===== config.mk =====
export PLATFORM = sky130hd
export DESIGN_NAME = edge_event_arbiter
export DESIGN_NICKNAME = d
export VERILOG_FILES = /design/src/rtl/edge_event_arbiter.sv
export SDC_FILE = /design/constraint.sdc
export NUM_CORES = 1
export LEC_CHECK = 0
export CAP_MARGIN = 30
export CORE_UTILIZATION = 46
export CTS_CLUSTER_SIZE = 12
export DETAILED_ROUTE_END_ITERATION = 10
export HOLD_SLACK_MARGIN = 0.12
export PLACE_DENSITY = 0.77
export SLEW_MARGIN = 20
export SYNTH_ARGS = -nofsm -noshare
export SYNTH_HDL_FRONTEND = slang
export SYNTH_SLANG_ARGS = --single-unit

===== constraint.sdc =====
create_clock -name sys_clk -period 3.36 [get_ports sys_clk]
set_clock_uncertainty 0.15 [all_clocks]
set_input_delay 0.672 -clock sys_clk [delete_from_list [all_inputs] [get_ports sys_clk]]
set_output_delay 0.672 -clock sys_clk [all_outputs]
set_load 0.02 [all_outputs]

===== src/rtl/edge_event_arbiter.sv =====
// Per-channel edge detector with a one-deep pending slot per channel, drained
// round-robin onto a single valid/ready event port; dropped events are counted.
module edge_event_arbiter #(
  parameter int CH_NUM      = 4,
  parameter int SYNC_STAGES = 2,
  parameter int CNT_W       = 8,
  localparam int CH_W       = (CH_NUM > 1) ? $clog2(CH_NUM) : 1
) (
  input  logic                  sys_clk,
  input  logic                  sys_rst,
  input  logic [CH_NUM-1:0]     sig_in,
  input  logic [2*CH_NUM-1:0]   edge_mode,
  output logic                  evt_valid,
  input  logic                  evt_ready,
  output logic [CH_W-1:0]       evt_ch,
  output logic                  evt_rise,
  output logic [CNT_W-1:0]      ovf_cnt,
  input  logic                  ovf_clr
);

  localparam int DC_W  = $clog2(CH_NUM + 1);
  localparam int SUM_W = ((CNT_W > DC_W) ? CNT_W : DC_W) + 1;

  typedef enum logic {IDLE, SEND} state_t;

  logic [CH_NUM-1:0] sync_q [SYNC_STAGES];
  logic [CH_NUM-1:0] s;
  logic [CH_NUM-1:0] prev;
  logic [CH_NUM-1:0] rise;
  logic [CH_NUM-1:0] fall;
  logic [CH_NUM-1:0] det;
  logic [CH_NUM-1:0] pend;
  logic [CH_NUM-1:0] pend_dir;
  logic [CH_NUM-1:0] gnt;
  logic [CH_NUM-1:0] drop;
  logic [CH_W-1:0]   rr_ptr;
  logic [CH_W-1:0]   gnt_idx;
  logic [CH_W-1:0]   cand;
  logic              found;
  logic              grant_en;
  logic [DC_W-1:0]   drop_cnt;
  logic [SUM_W-1:0]  ovf_sum;
  logic [CNT_W-1:0]  ovf_next;
  state_t            state_q;
  state_t            state_d;

  always_ff @(posedge sys_clk or posedge sys_rst) begin
    if (sys_rst) begin
      for (int k = 0; k < SYNC_STAGES; k++) sync_q[k] <= '0;
      prev <= '0;
    end else begin
      sync_q[0] <= sig_in;
      for (int k = 1; k < SYNC_STAGES; k++) sync_q[k] <= sync_q[k-1];
      prev <= s;
    end
  end

  assign s = sync_q[SYNC_STAGES-1];

  always_comb begin
    rise = s & ~prev;
    fall = ~s & prev;
    det  = '0;
    for (int i = 0; i < CH_NUM; i++)
      det[i] = (rise[i] & edge_mode[2*i]) | (fall[i] & edge_mode[2*i+1]);
  end

  // Search starts just past the last granted channel, so every channel gets a turn.
  always_comb begin
    found   = 1'b0;
    gnt_idx = '0;
    cand    = '0;
    for (int k = 1; k <= CH_NUM; k++) begin
      cand = CH_W'((int'(rr_ptr) + k) % CH_NUM);
      if (!found && pend[cand]) begin
        found   = 1'b1;
        gnt_idx = cand;
      end
    end
  end

  always_ff @(posedge sys_clk or posedge sys_rst) begin
    if (sys_rst) state_q <= IDLE;
    else         state_q <= state_d;
  end

  always_comb begin
    state_d  = state_q;
    grant_en = 1'b0;
    unique case (state_q)
      IDLE: if (found) begin
        grant_en = 1'b1;
        state_d  = SEND;
      end
      SEND: if (evt_ready) state_d = IDLE;
      default: state_d = IDLE;
    endcase
  end

  always_comb begin
    gnt = '0;
    if (grant_en) gnt[gnt_idx] = 1'b1;
  end

  assign drop      = det & pend & ~gnt;
  assign evt_valid = (state_q == SEND);

  // An occupied slot keeps its oldest event; a slot freed by this cycle's grant can refill at once.
  always_ff @(posedge sys_clk or posedge sys_rst) begin
    if (sys_rst) begin
      pend     <= '0;
      pend_dir <= '0;
    end else begin
      for (int i = 0; i < CH_NUM; i++) begin
        if (det[i] && (!pend[i] || gnt[i])) begin
          pend[i]     <= 1'b1;
          pend_dir[i] <= rise[i];
        end else if (gnt[i]) begin
          pend[i] <= 1'b0;
        end
      end
    end
  end

  always_ff @(posedge sys_clk or posedge sys_rst) begin
    if (sys_rst) begin
      evt_ch   <= '0;
      evt_rise <= 1'b0;
      rr_ptr   <= CH_W'(CH_NUM - 1);
    end else if (grant_en) begin
      evt_ch   <= gnt_idx;
      evt_rise <= pend_dir[gnt_idx];
      rr_ptr   <= gnt_idx;
    end
  end

  // Clear takes effect before this cycle's drops are added.
  always_comb begin
    drop_cnt = '0;
    for (int i = 0; i < CH_NUM; i++) drop_cnt = drop_cnt + DC_W'(drop[i]);
    ovf_sum  = (ovf_clr ? '0 : SUM_W'(ovf_cnt)) + SUM_W'(drop_cnt);
    ovf_next = (ovf_sum > SUM_W'({CNT_W{1'b1}})) ? {CNT_W{1'b1}} : ovf_sum[CNT_W-1:0];
  end

  always_ff @(posedge sys_clk or posedge sys_rst) begin
    if (sys_rst) ovf_cnt <= '0;
    else         ovf_cnt <= ovf_next;
  end

endmodule


; After elaboration in Yosys (flattened, before gate mapping)
; Cells that the tools add are included.
[totals]
ff_bits = 34
latchBits = 0
ramBits = 0
rom_bits = 0
inputBits = 16
n_memories = 0
[op_classes]
addsub = 8
mul = 0
div = 0
order_cmp = 7
n_eq_ne = 0
shifts = 0
mux = 35
bitwise_logic = 20
reduce_logical = 23
[ops]
columns = cell, n
row1 = 1-bit two-way mux, 21
row2 = 4-bit AND, 4
row3 = 8-bit two-way mux, 2
row4 = "2-bit by 3-bit < comparator with 1-bit output, second input constant", 5
row5 = 4-bit NOT, 3
row6 = 1-bit binary-select mux with 2-bit select, 5
row7 = 8-bit by 3-bit adder with 9-bit output, 1
row8 = "9-bit by 8-bit > comparator with 1-bit output, second input constant", 1
row9 = 1-bit AND, 8
row10 = 1-bit logical AND, 8
row11 = 2-bit two-way mux, 4
row12 = 2-bit nonzero test, 4
row13 = 1-bit zero test, 7
row14 = "2-bit by 1-bit adder with 2-bit output, second input constant", 2
row15 = "2-bit adder, second input constant", 2
row16 = 1-bit logical OR, 4
row17 = 4-bit two-way mux, 1
row18 = 1-bit OR, 4
row19 = 2-bit by 1-bit adder with 3-bit output, 1
row20 = 3-bit by 1-bit adder with 3-bit output, 1
row21 = 1-bit by 1-bit adder with 2-bit output, 1
row22 = 1-bit demux with 2-bit select, 1
row23 = "2-bit by 1-bit >= comparator with 1-bit output, second input constant", 1
row24 = 1-bit case mux with 2 select lines, 1
row25 = 1-bit NOT, 1

; Longest topological paths before layout
; Gate-level depths: netlist of the first run.
[logic_depth]
depth_word = 26
mapped_depth = 13

; Worst setup path after synthesis of the first run
; OpenSTA, ideal clock, no wires.
[synth_timing]
kind = register to register
startpoint = reg rr_ptr[0]
endpoint = reg ovf_cnt[4]
setup_time_ns = 0.083
arrival_ns = 3.263
required_time_ns = 3.127
slack_ns = -0.135
stages_incl_launch_ff = 14
n_path_buf = 0
synth_period_minus_slack_ns = 3.495
cell_sequence = dfstp_2 -> nand2b_2 -> a21boi_1 -> or3_2 -> o21ai_0 -> nor2_1 -> fa_1 -> inv_1 -> fa_1 -> inv_1 -> fa_1 -> and3_1 -> nand3_1 -> o21ai_0
[synth_between]
elab_chain_cells = 26
[synth_rtl]
columns = item, line_no
row1 = "start, declared", 36  ; logic [CH_W-1:0] rr_ptr;
row2 = "start signal, assigned", 129  ; rr_ptr <= CH_W'(CH_NUM - 1);
row3 = "start signal, assigned", 133  ; rr_ptr <= gnt_idx;
row4 = 2-bit by 1-bit adder with 2-bit output, 74  ; cand = CH_W'((int'(rr_ptr) + k) % CH_NUM);
row5 = 1-bit binary-select mux with 2-bit select, 75  ; if (!found && pend[cand]) begin
row6 = 1-bit two-way mux (implied by the code), 75
row7 = 1-bit two-way mux, 75
row8 = 1-bit zero test, 75
row9 = 1-bit logical AND, 75
row10 = 1-bit two-way mux, 75
row11 = 1-bit zero test, 75
row12 = [... 11 more ...], -
row13 = 4-bit AND (*), 105  ; assign drop = det & pend & ~gnt;
row14 = 1-bit by 1-bit adder with 2-bit output, 140  ; for (int i = 0; i < CH_NUM; i++) drop_cnt = drop_cnt + DC_W'(drop[i]);
row15 = 2-bit by 1-bit adder with 3-bit output, 140
row16 = 3-bit by 1-bit adder with 3-bit output (*), 140
row17 = 8-bit by 3-bit adder with 9-bit output (*), 141  ; ovf_sum = (ovf_clr ? '0 : SUM_W'(ovf_cnt)) + SUM_W'(drop_cnt);
row18 = 9-bit by 8-bit > comparator with 1-bit output, 142  ; ovf_next = (ovf_sum > SUM_W'({CNT_W{1'b1}})) ? {CNT_W{1'b1}} : ovf_sum[CNT_W-1:0];
row19 = 8-bit two-way mux (*), 142
row20 = named net ovf_next[4], 43  ; logic [CNT_W-1:0] ovf_next;
row21 = "end signal, assigned", 147  ; else ovf_cnt <= ovf_next;
row22 = "end, declared", 17  ; output logic [CNT_W-1:0] ovf_cnt,
; The timed path passes the listed nets; every way through them passes the cells marked *. The select of a mux whose other input is x is not followed.
; A chain may end at the register's enable or synchronous reset.

; Worst setup path after layout of the first run
[layout_timing]
startpoint = reg pend[1]
endpoint = reg ovf_cnt[7]
[layout_between]
elab_chain_cells = 25
[layout_rtl]
columns = item, line_no
row1 = "start, declared", 32  ; logic [CH_NUM-1:0] pend;
row2 = "start signal, assigned", 111  ; pend <= '0;
row3 = "start signal, assigned by index", 116  ; pend[i] <= 1'b1;
row4 = "start signal, assigned by index", 119  ; pend[i] <= 1'b0;
row5 = 1-bit binary-select mux with 2-bit select, 75
row6 = 1-bit two-way mux (implied by the code), 75
row7 = 1-bit two-way mux, 75
row8 = 1-bit zero test, 75
row9 = 1-bit logical AND, 75
row10 = 1-bit two-way mux, 75
row11 = 1-bit zero test, 75
row12 = 1-bit logical AND, 75
row13 = [... 10 more ...], -
row14 = 4-bit AND (*), 105
row15 = 1-bit by 1-bit adder with 2-bit output, 140
row16 = 2-bit by 1-bit adder with 3-bit output, 140
row17 = 3-bit by 1-bit adder with 3-bit output (*), 140
row18 = 8-bit by 3-bit adder with 9-bit output (*), 141
row19 = 9-bit by 8-bit > comparator with 1-bit output, 142
row20 = 8-bit two-way mux (*), 142
row21 = named net ovf_next[7], 43
; Marked as above.

==> reports/results.txt, run 1 <==
CP arrival: 3410 ps
Worst-Skew Late Latency: 340 ps
Worst path top cell family by delay: simple AND/OR/NAND/NOR gates
status: finished, final reports clean
type of origin of the critical path: flop
dpl cell area: 0.00208 mm²
clock transition at the registers of the reported paths: 110 ps
R2R Path End: ovf_cnt[7]
CP required: 3440 ps
# fillers: 273
H-tree Lvls: 2
CTS Buf Count: 5
CP Class: reg2reg
cell area after synthesis: 0.00160 mm²
Final Slew Violations: 0
register area: 856 µm²
root buf cell: clkbuf_4
Final Cycle Share: 0.992
Min-Delay Path Class: reg2reg
Final Setup Violations: 0
Nets: 224
critical path's slowest cell: fa_1
power density cells: 694 mW/mm²
CTS tree: done
Primary FF master, synth: dfrtp_1
cts hold-fix bufs: 0
core box area: 0.00334 mm²
critical path capture point type: flop
Reg2Reg Depth: 13
number of hold violations in the final report: 0
vias in the first global route: 1293
combined area of the multi-input logic cells: 801 µm²
via/cell ratio: 5.07
hold_sp: sync_q[6]
global route total overflow: 0
Net Sw Frac: 0.359
first-pass GRT wire length: 5530 µm
actual slew at the worst max-slew pin: 416 ps
1st-iter DRT viols: 45
number of max-cap violations: 0
non-filler cells, final: 251
sequential fraction of the synthesis area: 0.535
die height: 60.9 µm
mean post-synth cell area: 10.6 µm²
leakage power: 0.963 nW
Final WS setup: 27.3 ps
R2R setup slack: 30 ps
Clk pwr share: 0.157
combinational share of power: 0.463
Worst IR Drop VDD: 0.391 mV
setup total negative slack: 0 ps
synthesized instance count: 150
Post-Place Worst Slack: -149 ps
FFs w/ async S/R, synth: 1.00
EDFF count, synth: 0
# clock sinks: 34
Cells after DPL: 240
YS warnings: 0
die width: 60.9 µm
count of cell types in the netlist: 39
# diodes: 0
number of synthesized register bits: 34
max frequency: 0.300 GHz
TritonRoute pass-1 iters: 4
total number of vias: 1273
Finished Core Util: 0.666
Layout area overhead: 39.2%
Final Critical Period: 3330 ps
final WL: 3340 µm
RSZ-0062 raised after global routing: yes
share of layout cells above drive strength 1: 0.288
worst path buffer plus inverter count: 1
Max-slew headroom: 0.723
initial antenna violation count: 0
Hold Path Depth: 0
register share of total power: 0.380
cell chain of the critical path: or2_1 -> a311o_4 -> or2_4 -> o21ai_4 -> nor2_2 -> fa_1 -> inv_1 -> fa_2 -> nor2b_1 -> o21a_1 -> nand3_2 -> nor3b_2 -> nor3_1
largest net degree at the start of global routing: 35
row cnt: 21
Ports: 28
number of I/O port buffers: 27
Antenna Nets Post-Route: 0
GRT Total Usage: 0.210
sw power: 0.000554 W
largest stage delay on the critical path: 480 ps
Initial Utilization: 0.478
Internal Power: 0.000987 W
reg2reg start: pend[1]
RD Place Congestion: 0.862
Syn Nets: 170
number of remaining DRC errors: 0
hold endpoint: s[2]
Die ar.: 0.00371 mm²
final cell area excluding filler cells: 0.00222 mm²
clk buf depth: 2
hpwl dp: 2370 µm
largest fanout on the critical path: 6
WL/cell: 13.3 µm
-- routing by layer --
metal	global-route usage	wire, µm	share of wire
met3	0.0597	117	0.035
met4	0.0909	51	0.015
met5	0	0	0
met1	0.259	1480	0.44
met2	0.345	1690	0.51
-- kinds of logic (layout without fill, tap and decap cells) --
kind of cell	count (synthesis)	in the layout	synth area share
AOI/OAI and AO/OA	25	25	0.115
xor gates and xnor gates	4	4	0.0220
adders and majority gates	4	4	0.0455
buffers and inverters	6	61	0.0165
DFF	34	34	0.535
muxes	5	5	0.0337
and+or+nand+nor	72	72	0.233
-- registers in the layout (all words and copies together) (netlist names) --
register,count
sync_q,4
pend_dir,4
evt_valid,1
pend,4
prev,4
evt_ch,2
s,4
evt_rise,1
ovf_cnt,8
rr_ptr,2
-- synthesized netlist by cell type, types with 2 or more instances --
master | instances | area (µm²)
nor2_1 | 17 | 63.8
or2_1 | 3 | 18.8
a21oi_1 | 6 | 30.0
mux2_2 | 2 | 22.5
a211oi_1 | 3 | 22.5
nand3_1 | 6 | 30.0
dfstp_2 | 2 | 52.6
fa_1 | 3 | 60.1
inv_1 | 5 | 18.8
o21ai_2 | 2 | 17.5
nand2b_1 | 2 | 12.5
and3b_1 | 2 | 17.5
o21ai_0 | 3 | 15.0
nor3b_1 | 2 | 15.0
or2b_1 | 3 | 22.5
xnor2_1 | 2 | 17.5
and3_1 | 2 | 12.5
nand2_1 | 18 | 67.6
mux2i_1 | 2 | 20.0
xor2_1 | 2 | 17.5
a31oi_1 | 4 | 25.0
nor3_1 | 4 | 20.0
dfrtp_1 | 32 | 801
nor2b_1 | 8 | 50.1
-- placed cells by master, fill, tap and decap left out, drive strengths merged, types with 3 or more instances in the layout --
master         count
inv                5
buf               21
nand2             18
nand3              6
clkdlybuf4s50     27
clkbuf             7
dfrtp             32
nor3               5
a31oi              4
nor2              17
nor2b              8
or2                4
mux2               3
a21oi              7
or2b               3
o21ai              5
a211oi             4
fa                 3
nand2b             3
-- metrics by stage --
stage                     power [W]  hold WS, ps
after floorplan            0.000969          181
after global placement      0.00124          183
after detailed placement    0.00126          185
after CTS                   0.00151          209
after global routing        0.00165          224
final                       0.00154          207
-- final cells by class --
class                      instances  area share
timing repair buffer              48       0.193
tap                               46      0.0259
clock inverter                     1     0.00225
sequential                        34       0.385
multi-input combinational        110       0.361
clock buffer                       7      0.0248
inverter                           5     0.00845
-- worst max-delay path by stage --
stage	end	depth (start not counted)	from
after floorplan	ovf_cnt[6]	13	rr_ptr[1]
after global placement	ovf_cnt[6]	12	edge_mode[1]
after detailed placement	ovf_cnt[7]	12	edge_mode[1]
after CTS	ovf_cnt[5]	13	rr_ptr[0]
after global routing	ovf_cnt[7]	13	pend[0]
final	ovf_cnt[7]	13	pend[1]
-- power by group through the flow --
stage | clock [W] | sequential [W] | combinational [W]
final | 0.000242 | 0.000586 | 0.000714
after global placement | 0 | 0.000578 | 0.000666
after detailed placement | 0 | 0.000586 | 0.000677
after CTS | 0.000249 | 0.000578 | 0.000683
after global routing | 0.000266 | 0.000599 | 0.000786
after floorplan | 0 | 0.000616 | 0.000354
-- what timing repair did --
action                     4_1_cts  5_1_grt
resized for setup                2       12
pin swaps                        3        6
setup endpoints to repair        7        8
cloned                           0        0
buffers inserted                 2        1
Power figures use the tool's default switching activity.
==> inputs of run 2 (changes only) <==
--- a/config.mk
+++ b/config.mk
@@ -7,6 +7,7 @@
 export LEC_CHECK = 0
 export CAP_MARGIN = 30
 export CORE_UTILIZATION = 46
+export CTS_CLUSTER_DIAMETER = 40
 export CTS_CLUSTER_SIZE = 12
 export DETAILED_ROUTE_END_ITERATION = 10
 export HOLD_SLACK_MARGIN = 0.12
==> results of run 2 <==
No change in the layout: final DEF, timing and power equal those of run 1.
==> variant 1 (flow settings as in run 2) <==
Change the parameter `CH_NUM` from 4 to 2.
--- a/src/rtl/edge_event_arbiter.sv
+++ b/src/rtl/edge_event_arbiter.sv
@@ -1,7 +1,7 @@
 // Per-channel edge detector with a one-deep pending slot per channel, drained
 // round-robin onto a single valid/ready event port; dropped events are counted.
 module edge_event_arbiter #(
-  parameter int CH_NUM      = 4,
+  parameter int CH_NUM      = 2,
   parameter int SYNC_STAGES = 2,
   parameter int CNT_W       = 8,
   localparam int CH_W       = (CH_NUM > 1) ? $clog2(CH_NUM) : 1
Ports: changed (resized edge_mode, evt_ch and sig_in); port bits go from 28 to 21. The function was not compared with the original's and may differ.
==> variant 1 against run 2 <==
Area after synthesis decreased by 36%. Design area decreased by 42%. Sequential power decreased by 35%. Register-to-register slack improved by 0.64 ns. Total power decreased by 50%. Sequential cell count decreased by 12. Worst setup slack improved by 0.45 ns. Routed wire length decreased by 43%. Sequential share of layout area increased by 4.6 points. Combinational power decreased by 65%. Highest routed layer unchanged.
==> variant 1: results (changes against run 2) <==
metric,value,unit,change
vias in the first global route,740,,-43%
wire length per cell,12.98,microns,-2.3%
post-placement cell count,142,,-41%
pre-CTS setup slack,0.1456,ns,+0.2950 ns
Yosys warnings,0,,unchanged
Reg-to-Reg Start,rr_ptr,,
Num CTS Buffers,3,,-2
PostCTS Resize Cnt,0,,-2
Critical path origin,edge_mode[3],,
maximum VDD drop,0.3703,mV,-5.2%
htree depth,1,,-1
Post-synth top cells,"21 x dfrtp_1, 7 x inv_1, 6 x nand2_1, 6 x nor2b_1, 5 x a21oi_1",,
Post-CTS Setup Repair Bufs,0,,-2
worst skew pair latency,0.31,ns,-0.03 ns
Worst R2R Setup Slack,0.67,ns,+0.64 ns
GPL Wtd Cong,0.7738,,-10%
clock root buffer,clkbuf_4,,
final cell count without fillers,146,,-42%
total track usage,0.1765,,-0.03338
Leakage Power,0.0005203,uW,-46%
Synth Net Count,108,,-36%
Nets,132,,-41%
dominant cells by area after synthesis,"dfrtp_1 52%, nor2b_1 3.7%, dfstp_2 2.6%, inv_1 2.6%, a21oi_1 2.5%",,
Final Max Slew Viols,0,,unchanged
clk buf depth,2,,unchanged
relative slew slack,0.4591,,-0.2635
Buffers on Ports,20,,-26%
drt first-iter violations,12,,-73%
sequential share of the synthesized area,0.5438,,+0.008871
first-pass GRT wire length,3222,microns,-42%
clock edge transition at the registers on the reported setup and hold paths,0.12,ns,
filler cell count,175,,-36%
status,"finished, final reports clean",,
largest net degree at the start of global routing,23,,-34%
layout cells sized above 1,0.07563,,-0.2122
Most used DFF post-synth,dfrtp_1,,
Mean Syn Cell Area,10.57,sq um,-0.61%
Critical Path AT,2.92,ns,-0.49 ns
FF-to-FF End,ovf_cnt[5],,
DP Wirelength,1400,microns,-41%
highest clock rate,347.1,MHz,+16%
R2R depth,9,,-4
CP Max Fanout,3,,-3
vias,805,,-37%
==> variant 1: worst min path at each step <==
stage,startpoint,end,slack [ns],cells past startpoint
3_3_place_gp,sync_q[3],s[1],0.18,0
3_5_place_dp,sync_q[2],s[0],0.19,0
5_1_grt,sync_q[3],s[1],0.23,0
2_1_floorplan,sync_q[2],s[0],0.18,0
4_1_cts,sync_q[3],s[1],0.22,0
6_report,sync_q[3],s[1],0.22,0
==> variant 1: report_power, final <==
group | leakage [uW] | internal, uW | switching, uW
logic | 0.000231 | 133 | 118
clock network | 0.0000210 | 66.1 | 78.5
registers | 0.000268 | 326 | 55.5
==> variant 1: layout make-up <==
cell class | instances | area share
timing repair buffer | 22 | 0.1683
tap | 27 | 0.02642
inverter | 7 | 0.02055
sequential | 22 | 0.4315
clock buffer | 4 | 0.02838
multi-input combinational | 64 | 0.3249
==> variant 1: worst max-delay path, cell delays in order <==
cell             delay (ns)
clkdlybuf4s50_1        0.44
nor2b_1                0.15
a21oi_1                0.09
or2_2                  0.28
fa_1                   0.38
inv_1                  0.09
ha_1                   0.15
and3_1                 0.19
a311oi_1               0.10
a2111oi_1              0.37
==> variant 1: metrics by stage <==
| step | area [sq um] | hold slack [ns] |
|---|---|---|
| 6_report | 1279 | 0.2165 |
| 5_1_grt | 1279 | 0.2308 |
| 4_1_cts | 1279 | 0.2168 |
| 3_5_place_dp | 1242 | 0.1878 |
| 3_3_place_gp | 1242 | 0.1847 |
| 2_1_floorplan | 1015 | 0.1812 |
==> variant 1: logic make-up (layout without fill, tap and decap cells) <==
logic type | Yosys count | after routing | synth area share
adders and majority gates | 2 | 2 | 0.03206
DFF | 22 | 22 | 0.5438
and+or+nand+nor | 35 | 35 | 0.1936
buffers and inverters | 10 | 33 | 0.04685
AOI/OAI and AO/OA | 27 | 27 | 0.1837
==> variant 1: per-layer routing <==
metal / track usage / part of all wire / vias to the layer above
met5: 0 / 0 / -
met4: 0.05882 / 0.010 / 0
met3: 0.03738 / 0.045 / 4
met2: 0.2824 / 0.47 / 25
met1: 0.2392 / 0.47 / 384
li1: - / - / 392
==> variant 2 (config.mk and constraints of run 2) <==
Made on the original files. Put one more register stage on the output `ovf_cnt`, cleared by the reset. The value now appears one clock later. The other outputs are not delayed to match.
--- a/src/rtl/edge_event_arbiter.sv
+++ b/src/rtl/edge_event_arbiter.sv
@@ -22,6 +22,8 @@
   localparam int SUM_W = ((CNT_W > DC_W) ? CNT_W : DC_W) + 1;
 
   typedef enum logic {IDLE, SEND} state_t;
+
+  logic [CNT_W-1:0] ovf_cnt_s0;
 
   logic [CH_NUM-1:0] sync_q [SYNC_STAGES];
   logic [CH_NUM-1:0] s;
@@ -138,13 +140,21 @@
   always_comb begin
     drop_cnt = '0;
     for (int i = 0; i < CH_NUM; i++) drop_cnt = drop_cnt + DC_W'(drop[i]);
-    ovf_sum  = (ovf_clr ? '0 : SUM_W'(ovf_cnt)) + SUM_W'(drop_cnt);
+    ovf_sum  = (ovf_clr ? '0 : SUM_W'(ovf_cnt_s0)) + SUM_W'(drop_cnt);
     ovf_next = (ovf_sum > SUM_W'({CNT_W{1'b1}})) ? {CNT_W{1'b1}} : ovf_sum[CNT_W-1:0];
   end
 
   always_ff @(posedge sys_clk or posedge sys_rst) begin
-    if (sys_rst) ovf_cnt <= '0;
-    else         ovf_cnt <= ovf_next;
+    if (sys_rst) ovf_cnt_s0 <= '0;
+    else         ovf_cnt_s0 <= ovf_next;
+  end
+
+  always_ff @(posedge sys_clk or posedge sys_rst) begin
+    if (sys_rst) begin
+      ovf_cnt <= '0;
+    end else begin
+      ovf_cnt <= ovf_cnt_s0;
+    end
   end
 
 endmodule
Function: changed (a bounded check fails within 10 cycles, from zero or initial values and one cycle with sys_rst high).
==> variant 2 against run 2 <==
The run now ends with negative setup slack left. Sequential power is 23% higher. Worst setup slack worse by 0.059 ns. Non-clock buffer count is 1 higher. Critical path depth is 1 lower. Area after synthesis is 12% higher. Total power is 20% higher. Design area is 9.9% higher. Critical path type unchanged. Fmax is 1.7% lower. Via count is 1.5% higher. Sequential cell count is 8 higher. Routed wire length is 3.2% higher. First-iteration DRC count is 98% higher. Count of clock-buffer cells in the layout is 1 lower. Largest cell class unchanged.
==> variant 2: results (changes against run 2) <==
metric,value,unit,change
violated checks,negative setup slack,,
total track usage,0.1904,,-0.01955
area of the multi-input gates,750.7,sq um,-6.3%
met2 Usage GRT,0.3263,,-0.01905
hold endpoint,s[1],,
sequential share of cell area,0.4323,,+0.04695
Post-synth top cells,"40 x dfrtp_1, 17 x nand2_1, 8 x nor2_1, 8 x nor2b_1",,
Reg-to-Reg Start,rr_ptr[0],,
largest net degree at the start of global routing,43,,+23%
routed wl met2,1837,microns,+9.0%
met3 wire length,136,microns,+16%
filler cell count,296,,+8.4%
Sink Count,42,,+24%
vias in the first global route,1350,,+4.4%
sequential share of the synthesized area,0.5888,,+0.05391
"Worst Setup Slack, final",-0.03126,ns,-0.05854 ns
final setup vio count,7,,+7
first-pass GRT wire length,5796,microns,+4.9%
pre-CTS setup slack,-0.2565,ns,-0.1070 ns
met1 wire length,1370,microns,-7.6%
status,"finished, violations left",,
final cell count without fillers,248,,-1.2%
final setup TNS,-0.1521,ns,-0.1521 ns
clk tree area frac,0.04615,,+0.01911
DP Wirelength,2404,microns,+1.2%
Synth Net Count,166,,-2.4%
variant 2: repair_timing:
| action | 4_1_cts | 5_1_grt |
|---|---|---|
| resized for setup | 8 | 8 |
| pin swaps | 9 | 8 |
| setup buffers | 1 | 5 |
| setup endpoints to repair | 8 | 8 |
variant 2: kinds of logic after synthesis:
logic type	count (synthesis)	share of synthesized area
muxes	10	0.06294
DFF	42	0.5888
xor gates and xnor gates	4	0.01958
adders and majority gates	4	0.04056
and+or+nand+nor	57	0.1783
AOI/OAI and AO/OA	21	0.09021
buffers and inverters	8	0.01958
variant 2: power groups by stage:
stage | clock [uW] | sequential, uW | combinational (uW)
after floorplan | 0 | 738 | 349
after global placement | 0 | 713 | 616
after detailed placement | 0 | 720 | 628
after CTS | 408 | 715 | 656
after global routing | 430 | 736 | 797
final | 394 | 721 | 731
